### src/rtl/diff_rr_scheduler.sv
// Round-robin shared differentiator: y = x - x_prev (mod 2^word_size) per channel.
// One combinational one-hot grant per cycle, one registered result port tagged
// with the channel index. Each channel keeps its own history register.
module diff_rr_scheduler #(
   parameter int word_size = 8,
   parameter int NUM_CH    = 4,
   parameter int CH_W      = 2
) (
   input  logic                        clock,
   input  logic                        reset,
   input  logic [NUM_CH-1:0]           req,
   input  logic [NUM_CH*word_size-1:0] data_in,
   input  logic [NUM_CH-1:0]           hold,
   input  logic [NUM_CH-1:0]           clear,
   output logic [NUM_CH-1:0]           ack,
   output logic                        out_valid,
   input  logic                        out_ready,
   output logic [CH_W-1:0]             out_ch,
   output logic [word_size-1:0]        data_out
);

   logic [word_size-1:0] hist [NUM_CH];
   logic [CH_W-1:0]      ptr;
   logic [CH_W-1:0]      g;
   logic [CH_W-1:0]      cand;
   logic                 grant;
   logic                 can_issue;
   logic [word_size-1:0] samp_g;
   logic [word_size-1:0] hist_g;
   logic [CH_W-1:0]      ptr_nxt;

   // The result slot frees up either when empty or when drained this cycle.
   assign can_issue = !out_valid || out_ready;

   // Round-robin scan starting at ptr; first requester found wins.
   always_comb begin
      grant = 1'b0;
      g     = '0;
      cand  = '0;
      for (int k = 0; k < NUM_CH; k++) begin
         cand = CH_W'((int'(ptr) + k) % NUM_CH);
         if (!grant && req[cand]) begin
            grant = 1'b1;
            g     = cand;
         end
      end
      // Reset and back-pressure both suppress the grant; ack is never raised then.
      if (reset || !can_issue) begin
         grant = 1'b0;
      end
   end

   // One-hot acknowledge of the granted channel.
   always_comb begin
      ack = '0;
      if (grant) begin
         ack[g] = 1'b1;
      end
   end

   // Select the granted channel's sample and history for the shared subtractor.
   always_comb begin
      samp_g = '0;
      hist_g = '0;
      for (int i = 0; i < NUM_CH; i++) begin
         if (CH_W'(i) == g) begin
            samp_g = data_in[i*word_size +: word_size];
            hist_g = hist[i];
         end
      end
   end

   // Pointer moves to the channel after the winner, wrapping at NUM_CH.
   assign ptr_nxt = (int'(g) == NUM_CH - 1) ? '0 : g + 1'b1;

   // Result register and round-robin pointer.
   always_ff @(posedge clock) begin
      if (reset) begin
         out_valid <= 1'b0;
         out_ch    <= '0;
         data_out  <= '0;
         ptr       <= '0;
      end else if (grant) begin
         out_valid <= 1'b1;
         out_ch    <= g;
         data_out  <= samp_g - hist_g;
         ptr       <= ptr_nxt;
      end else if (out_ready) begin
         out_valid <= 1'b0;
      end
   end

   // Per-channel history; clear beats both the grant update and hold.
   always_ff @(posedge clock) begin
      for (int i = 0; i < NUM_CH; i++) begin
         if (reset || clear[i]) begin
            hist[i] <= '0;
         end else if (grant && (CH_W'(i) == g) && !hold[i]) begin
            hist[i] <= data_in[i*word_size +: word_size];
         end
      end
   end

endmodule

### config.mk
export PLATFORM = sky130hd
export DESIGN_NAME = diff_rr_scheduler
export DESIGN_NICKNAME = d
export VERILOG_FILES = /design/src/rtl/diff_rr_scheduler.sv
export SDC_FILE = /design/constraint.sdc
export NUM_CORES = 1
export LEC_CHECK = 0
export CAP_MARGIN = 15
export CORE_ASPECT_RATIO = 1.25
export CORE_MARGIN = 1.5
export CORE_UTILIZATION = 55
export CTS_BUF_LIST = sky130_fd_sc_hd__clkbuf_4
export DETAILED_ROUTE_END_ITERATION = 12
export PLACE_DENSITY = 0.87
export SYNTH_ARGS = -nofsm -noshare
export SYNTH_HDL_FRONTEND = slang
export SYNTH_SLANG_ARGS = --single-unit
### constraint.sdc
create_clock -name clock -period 7.45 [get_ports clock]
set_clock_uncertainty 0.05 [all_clocks]
set_input_delay 1.49 -clock clock [delete_from_list [all_inputs] [get_ports clock]]
set_output_delay 1.49 -clock clock [all_outputs]
set_load 0.01 [all_outputs]
; Word level (Yosys, flattened, before mapping)
; Memory sizes are Yosys's and may differ from the RTL's.
; Cells that the tools add are included.
; Widths: inputs -> output; s select.
[totals]
regBits = 13
latchBits = 0
ram_bits = 32
romBits = 0
input_bits = 47
out_inout_bits = 15
elab_cells = 108
n_memories = 1
[memory_table]
columns = memory, words, word_bits, read_ports, rd_ports_with_merged_regs, write_ports, line
row1 = hist, 4, 8, 4, 0, 4, 22  ; logic [word_size-1:0] hist [NUM_CH];
[op_classes]
add_sub_neg = 5
multipliers = 0
n_div = 0
n_lt_le_gt_ge = 6
n_eq_ne = 4
shift = 0
muxes = 55
bitwise = 4
n_reduce_logical = 29
[op_table]
columns = operator, count
row1 = $mux 8, 12
row2 = $mux 1, 32
row3 = $lt 2x3->1 const B, 5
row4 = $logic_and 1x1->1, 12
row5 = $mux 2, 5
row6 = $logic_not 1->1, 9
row7 = $bmux 1 s2, 4
row8 = $sub 8x8->8, 1
row9 = $logic_or 1x1->1, 6
row10 = $add 2x1->2 const B, 2
row11 = $add 2x2->2 const B, 2
row12 = $eq 2x2->1 const A, 2
row13 = $mux 4, 1
row14 = $or 1x1->1, 4
row15 = $demux 1 s2, 1
row16 = $eq 1x2->1 const A, 1
row17 = $eq 2x1->1 const B, 1
row18 = $ge 2x1->1 const B, 1
row19 = $logic_not 2->1, 1
row20 = $reduce_bool 2->1, 1

; Longest topological paths before layout
; Gate-level depths: netlist (run 1).
[depth]
word_depth = 19
mapped_depth = 21
depth_no_buf = 19

; Least setup slack after synthesis (run 1)
; Ideal clock, no wire load.
[synth_path]
kind = input to register
from = input req[3]
to = register data_out[6]
setup_time_ns = 0.120
t_arrival_ns = 4.503
slack_ns = 2.777
cell_stages = 20
path_buffers = 2
path_cell_list = inv_1 -> a22oi_1 -> o221ai_1 -> nor2_1 -> inv_1 -> ha_1 -> clkbuf_1 -> nor2b_1 -> buf_2 -> a221oi_1 -> nor3_1 -> a21oi_1 -> ha_1 -> inv_1 -> fa_1 -> a21o_1 -> a21o_1 -> a21oi_1 -> mux2i_1 -> nand2_1
[synth_between]
elab_chain_len = 18
word_cells_on_any_way = 36
classes_between = add/sub (1) / eq/ne (3) / mux (25) / reduce/logical (7)
[synth_lines]
columns = element, line
row1 = "start, declared", 11  ; input logic [NUM_CH-1:0] req,
row2 = $bmux 1 s2, 42  ; if (!grant && req[cand]) begin
row3 = $mux 1 (implied by the code), 42
row4 = $mux 1, 42
row5 = $logic_not 1->1, 42
row6 = $logic_and 1x1->1, 42
row7 = $mux 1, 42
row8 = $logic_not 1->1, 42
row9 = $logic_and 1x1->1, 42
row10 = $mux 1, 42
row11 = $logic_not 1->1, 42
row12 = $logic_and 1x1->1, 42
row13 = $mux 2 (*), 42
row14 = named net g[0], 24  ; logic [CH_W-1:0] g;
row15 = $logic_not 2->1, 66  ; if (CH_W'(i) == g) begin
row16 = $mux 8 (4 in a row), 66
row17 = $sub 8x8->8 (*), 86  ; data_out <= samp_g - hist_g;
row18 = "end signal, assigned", 86
row19 = "end, declared", 19  ; output logic [word_size-1:0] data_out
; Mark *: on every way through the listed nets, which the timed path passes. The rest lies on a longest branch. The select of a mux whose other input is x is not followed.
; A chain may end at the register's enable or synchronous reset.

; Worst setup path in the final report (run 1)
[layout_path]
from = input req[0]
to = output ack[3]
[layout_between]
elab_chain_len = 17
word_cells_on_any_way = 29
classes_between = order compare (2) / mux (20) / reduce/logical (7)
[layout_lines]
columns = element, line
row1 = $bmux 1 s2, 42
row2 = $mux 1 (implied by the code), 42
row3 = $mux 1, 42
row4 = $logic_not 1->1, 42
row5 = $logic_and 1x1->1, 42
row6 = $mux 1, 42
row7 = $logic_not 1->1, 42
row8 = $logic_and 1x1->1, 42
row9 = [2 not listed], n/a
row10 = $logic_and 1x1->1, 42
row11 = $mux 2 (*), 42
row12 = named net g[1], 24
row13 = $lt 2x3->1 (implied by the code) / $ge 2x1->1 (equally long branches), 57  ; ack[g] = 1'b1;
row14 = $logic_and 1x1->1 (implied by the code), 57
row15 = $mux 1 (implied by the code), 57
row16 = $demux 1 s2 (*), 57
row17 = $mux 4 (*), 56  ; if (grant) begin
row18 = "end, declared", 15  ; output logic [NUM_CH-1:0] ack,
; Marks and branches as above.

==> results of run 1 <==
## worst max-delay path: cells and delay by family
family                     cells  cell delay (ns)
and+or+nand+nor                2             0.32
AOI/OAI and AO/OA              3             0.46
buffers and inverters          3             1.16
adders and majority gates      1             0.81
## kinds of logic after synthesis
group,after synthesis
muxes,2
and+or+nand+nor,110
AOI/OAI and AO/OA,70
adders and majority gates,12
xor gates and xnor gates,9
DFF,45
buffers and inverters,27
## final cells by class
| class | count | area [µm²] |
|---|---|---|
| multi-input cells | 203 | 1360 |
| fillers | 373 | 1360 |
| flip-flops and latches | 45 | 1220 |
| repair buffers | 63 | 626 |
| well taps | 60 | 75.1 |
| inverters | 12 | 45.0 |
| clock buffers | 5 | 37.5 |
| clock inverters | 3 | 12.5 |
## power by group through the flow
stage	clock (mW)	combinational [mW]	sequential (mW)
6_report	0.115	0.374	0.313
5_1_grt	0.126	0.415	0.316
4_1_cts	0.116	0.374	0.314
3_5_place_dp	0	0.371	0.319
3_3_place_gp	0	0.364	0.318
2_1_floorplan	0	0.244	0.325
## synthesized netlist by cell type (all sizes together) (7+ instances only)
cell type	instances	area (µm²)
edfxtp	32	961
clkbuf	12	45.0
o21ai	14	70.1
nand2	18	67.6
dfxtp	13	260
nor2b	8	50.1
and2	36	225
nor2	17	63.8
nand3	7	35.0
ha	11	138
inv	12	45.0
a21oi	28	140
## final timing paths
path / to / cells after the start
setup / recovery: ack[3] / 9
hold / removal: data_out[1]$_SDFFE_PP0P_ / 2
setup reg to reg: data_out[6]$_SDFFE_PP0P_ / 17
hold reg to reg: data_out[1]$_SDFFE_PP0P_ / 2
## routing by layer
metal	routed length (µm)	up-vias	track usage (%)
met3	248	12	4.57
met1	2490	1036	29.2
li1	-	1093	-
met4	113	0	8.13
met5	0	-	0
met2	3100	69	41.9
## state kept, by name, indices dropped and copies added, names as in the netlist
name,count
ptr,2
data_out,8
out_ch,2
out_valid,1
hist,32
## per-stage QoR
step                      instance area, µm²  utilization [%]  instances  hold slack, ns
final                                   3370             71.3        391           0.413
after global routing                    3370             71.3        391           0.425
after CTS                               3370             71.3        391           0.414
after detailed placement                3320             70.3        383           0.395
after global placement                  3320             70.3        383           0.396
after floorplan                         2690                -        275           0.428
==> flow_summary.toml, run 1 <==
[outcome]
status = "finished clean"

[logic_synthesis]
ys_seq_area_share_pct = 45.4
yosysWarnings = 0
netlist_instances = 275
syn_avg_cell_area_um2 = 9.78
synth_top_family_by_area = "simple AND/OR/NAND/NOR gates"
synth_xor_area_share_pct = 2.93
synthSimpleGateAreaFrac_pct = 24.6
syn_nets = 334
ys.flop_type = "edfxtp_1"
synth_mux_area_share_pct = 0.745
synth-edff-count = 32
ys_types = 40
synthArstFlopShare_pct = 0
synthAdderAreaFrac_pct = 5.86
synth_area_mm2 = 0.00269
synth_compound_area_share_pct = 16.3
ys_ff_latch = 45

[finish]
final_cell_mix = "clkdlybuf4s50_1 (61), and2_1 (36), edfxtp_1 (32)"
layout_commonest_cell = "clkdlybuf4s50_1"
drive_gt1_share_pct = 5.44
final_nets = 389
syn_to_final_growth_pct = 25.5
antenna_cells = 0

[power]
powerDensity_mw_per_mm2 = 238
switching_share_pct = 36.1
seqPwrFrac_pct = 39.0
totalPowerFinal_mw = 0.802
power.internal_mw = 0.513
power_frac_clock_pct = 14.3
ir_drop_mv = 0.118
combPwrFrac_pct = 46.7
power.static_leakage_nw = 1.31
p_sw_mw = 0.290

[clock_network]
cts-resized-gates = 0
insertion_delay_ns = 0.36
ctsHoldBuffers = 0
post-cts-setup-buffers = 0
root_buffer = "clkbuf_4"
tritoncts = "yes"
cts.sinks = 45
cts_buffer_depth = 2
h-tree-depth = 2
cts.clk_slew.worst_paths_ns = 0.14
cts-buffers-inserted = 5

[run]
max-cap-violations = 0

[sta]
period_minus_slack_ns = 5.80
period_share_pct = 77.8
slew_headroom_pct = 34.4
tightest_slew_ns = 0.984
drv_slew = 0
hold_viol = 0
rsz0062_at_grt = "no"
setup_slack_ns = 1.65
tns_ns = 0
fmax_mhz = 173
finalSetupViolations = 0

[die]
dieArea_mm2 = 0.00532
io_pins = 62
start_util_pct = 56.9
dieWidth_um = 65.5
core_mm2 = 0.00473
die_y_um = 81.2
placementRows = 28

[route]
first_iter_violations = 184
vias = 2210
ant_nets = 0
via_per_inst = 5.65
wl_per_cell_um = 15.2
dr.pass1.iters = 4
routed_wl_mm = 5.95
drc_errors = 0

[hold_path]
hp-class = "register to register"
hold_start = "data_out[1]$_SDFFE_PP0P_"

[critical_path]
crit_start = "req[0]"
critical_path_class = "input pin to primary output"
slowest_delay_ns = 0.81
reg2reg_slack_ns = 3.18
crit_path_max_fanout = 34
worst_setup_path_end_kind = "primary output"
cp_data_required_time_ns = 5.91
reg2reg_from = "ptr[1]$_SDFFE_PP0P_"
worst_path_max_delay_cell = "ha_1"
cp-start-kind = "input pin"
crit_chain = "clkdlybuf4s50_1 -> a21oi_1 -> o21ai_0 -> nand2_1 -> o21ai_0 -> inv_1 -> ha_1 -> and2_1 -> clkdlybuf4s50_1"
arrival_ns = 4.26

[global_route]
grt_overflow = 0
grt_usage_pct = 23.9
grt_pass1_vias = 2106
grt_max_degree = 35
antenna_found_initial = 0
grt_pass1_wl_mm = 9.65

[place]
dp_hpwl_mm = 4.62
gp_congestion = 0.850
port_buffers = 61
pre_cts_ws_ns = 1.63
Power figures use the tool's default switching activity.
==> run 2, diff against run 1 <==
--- a/config.mk
+++ b/config.mk
@@ -8,10 +8,10 @@
 export CAP_MARGIN = 15
 export CORE_ASPECT_RATIO = 1.25
 export CORE_MARGIN = 1.5
-export CORE_UTILIZATION = 55
+export CORE_UTILIZATION = 47
 export CTS_BUF_LIST = sky130_fd_sc_hd__clkbuf_4
 export DETAILED_ROUTE_END_ITERATION = 12
-export PLACE_DENSITY = 0.87
+export PLACE_DENSITY = 0.79
 export SYNTH_ARGS = -nofsm -noshare
 export SYNTH_HDL_FRONTEND = slang
 export SYNTH_SLANG_ARGS = --single-unit
==> constraint.sdc (replaced) <==
create_clock -name clock -period 5.08 [get_ports clock]
set_clock_uncertainty 0.05 [all_clocks]
set_input_delay 1.016 -clock clock [delete_from_list [all_inputs] [get_ports clock]]
set_output_delay 1.016 -clock clock [all_outputs]
set_load 0.01 [all_outputs]
==> flow_summary.toml, run 2 (same netlist as run 1, synthesis figures left out) <==
[route]
ant_nets = 0
drc_errors = 0
first_iter_violations = 110
vias = 2193
routed_wl_mm = 6.14
dr.pass1.iters = 4
via_per_inst = 5.44
wl_per_cell_um = 15.2

[critical_path]
crit_path_max_fanout = 14
worst_setup_path_end_kind = "primary output"
critical_path_class = "input pin to primary output"
arrival_ns = 3.50
crit_top_cell = "clkdlybuf4s50_1"
slowest_delay_ns = 0.54
crit_chain = "clkdlybuf4s50_1 -> nor4_2 -> nor2_1 -> inv_1 -> ha_1 -> and2_1 -> clkdlybuf4s50_1"
worst_path_max_delay_cell = "clkdlybuf4s50_1"
cp-start-kind = "input pin"
cp_data_required_time_ns = 4.01

[run]
max-cap-violations = 0

[power]
powerDensity_mw_per_mm2 = 362
ir_drop_mv = 0.228
power.static_leakage_nw = 1.37
totalPowerFinal_mw = 1.26

[sta]
tns_ns = 0
fmax_mhz = 219
hold_viol = 0
drv_slew = 0
rsz0062_at_grt = "no"
slew_headroom_pct = 57.5
tightest_slew_ns = 0.636
period_minus_slack_ns = 4.56
period_share_pct = 89.8
finalSetupViolations = 0

[global_route]
grt_overflow = 0
grt_pass1_wl_mm = 9.84
antenna_found_initial = 0
grt_pass1_vias = 2126
grt_max_degree = 25
grt_usage_pct = 20.6

[clock_network]
h-tree-depth = 2
insertion_delay_ns = 0.35
cts-resized-gates = 0
post-cts-setup-buffers = 0
root_buffer = "clkbuf_4"
cts_buffer_depth = 2
cts-buffers-inserted = 5
cts.clk_slew.worst_paths_ns = 0.14
tritoncts = "yes"
cts.sinks = 45
ctsHoldBuffers = 0

[die]
dieArea_mm2 = 0.00619
start_util_pct = 49.1
core_mm2 = 0.00548
io_pins = 62
dieWidth_um = 70.7
die_y_um = 87.6
placementRows = 30

[finish]
antenna_cells = 0
final_cell_area_mm2 = 0.00347
final_cell_mix = "clkdlybuf4s50_1 (61), and2_1 (36), edfxtp_1 (32)"
final_nets = 397
largest_register_ffs = 32
drive_gt1_share_pct = 7.67
n_fill_cell = 488
layout_commonest_cell = "clkdlybuf4s50_1"
syn_to_final_growth_pct = 28.9
layout_top_registers = "hist (32), data_out (8)"
largest-register = "hist"

[place]
placed_area_mm2 = 0.00339
dp_hpwl_mm = 4.86
port_buffers = 61
gp_congestion = 0.827

[outcome]
status = "finished clean"

[hold_path]
hp-class = "register to register"
[run 2: cell count changes in the layout (fill, tap and decap cells not counted)]
cell	before	now
inv_2	2	1
buf_4	2	10
bufinv_16	0	1
clkinv_2	1	0
clkbuf_4	5	6
[run 2: worst paths after layout]
path	from	to	slack [ns]	depth (start not counted)
worst min register to register	data_out[1]$_SDFFE_PP0P_	data_out[1]$_SDFFE_PP0P_	0.42	2
worst max-delay path	req[0]	ack[2]	0.52	7
worst min-delay path	data_out[1]$_SDFFE_PP0P_	data_out[1]$_SDFFE_PP0P_	0.42	2
worst max register to register	ptr[1]$_SDFFE_PP0P_	data_out[6]$_SDFFE_PP0P_	1.33	18
[run 2: critical path: cells and delay by family]
kind	cells	cell delay (ns)
buffers and inverters	3	1.15
adder cells (fa/ha/maj)	1	0.45
AND/OR/NAND/NOR	3	0.87
[run 2: stage by stage]
stage / std cells / util [%] / hold slack [ns] / worst slack (ns)
final: 403 / 63.3 / 0.415 / 0.518
after global routing: 403 / 63.3 / 0.446 / 0.288
after CTS: 403 / 63.3 / 0.423 / 0.534
after detailed placement: 395 / 61.8 / 0.404 / 0.216
after global placement: 395 / 61.8 / 0.399 / 0.353
after floorplan: 275 / - / 0.428 / 0.881
[run 2: cell type report]
type / instances / area (µm²) / area share, %
repair buffers: 71 / 686 / 19.8
inverters: 12 / 45.0 / 1.30
flip-flops and latches: 45 / 1220 / 35.2
clock buffers: 6 / 45.0 / 1.30
multi-input cells: 203 / 1360 / 39.1
clock inverters: 2 / 33.8 / 0.974
well taps: 64 / 80.1 / 2.31
[run 2: where the power goes]
| group | internal [mW] | switching (mW) | total (mW) |
|---|---|---|---|
| Combinational | 0.277 | 0.293 | 0.570 |
| Sequential | 0.438 | 0.0201 | 0.458 |
| Clock | 0.108 | 0.118 | 0.227 |
[run 2: per-layer routing]
layer	track usage [%]	vias to the layer above	part of all wire (%)
li1	-	1109	-
met1	24.1	1015	43
met2	38.2	58	52
met3	4.03	11	3.3
met4	6.35	0	1.7
met5	0	-	0
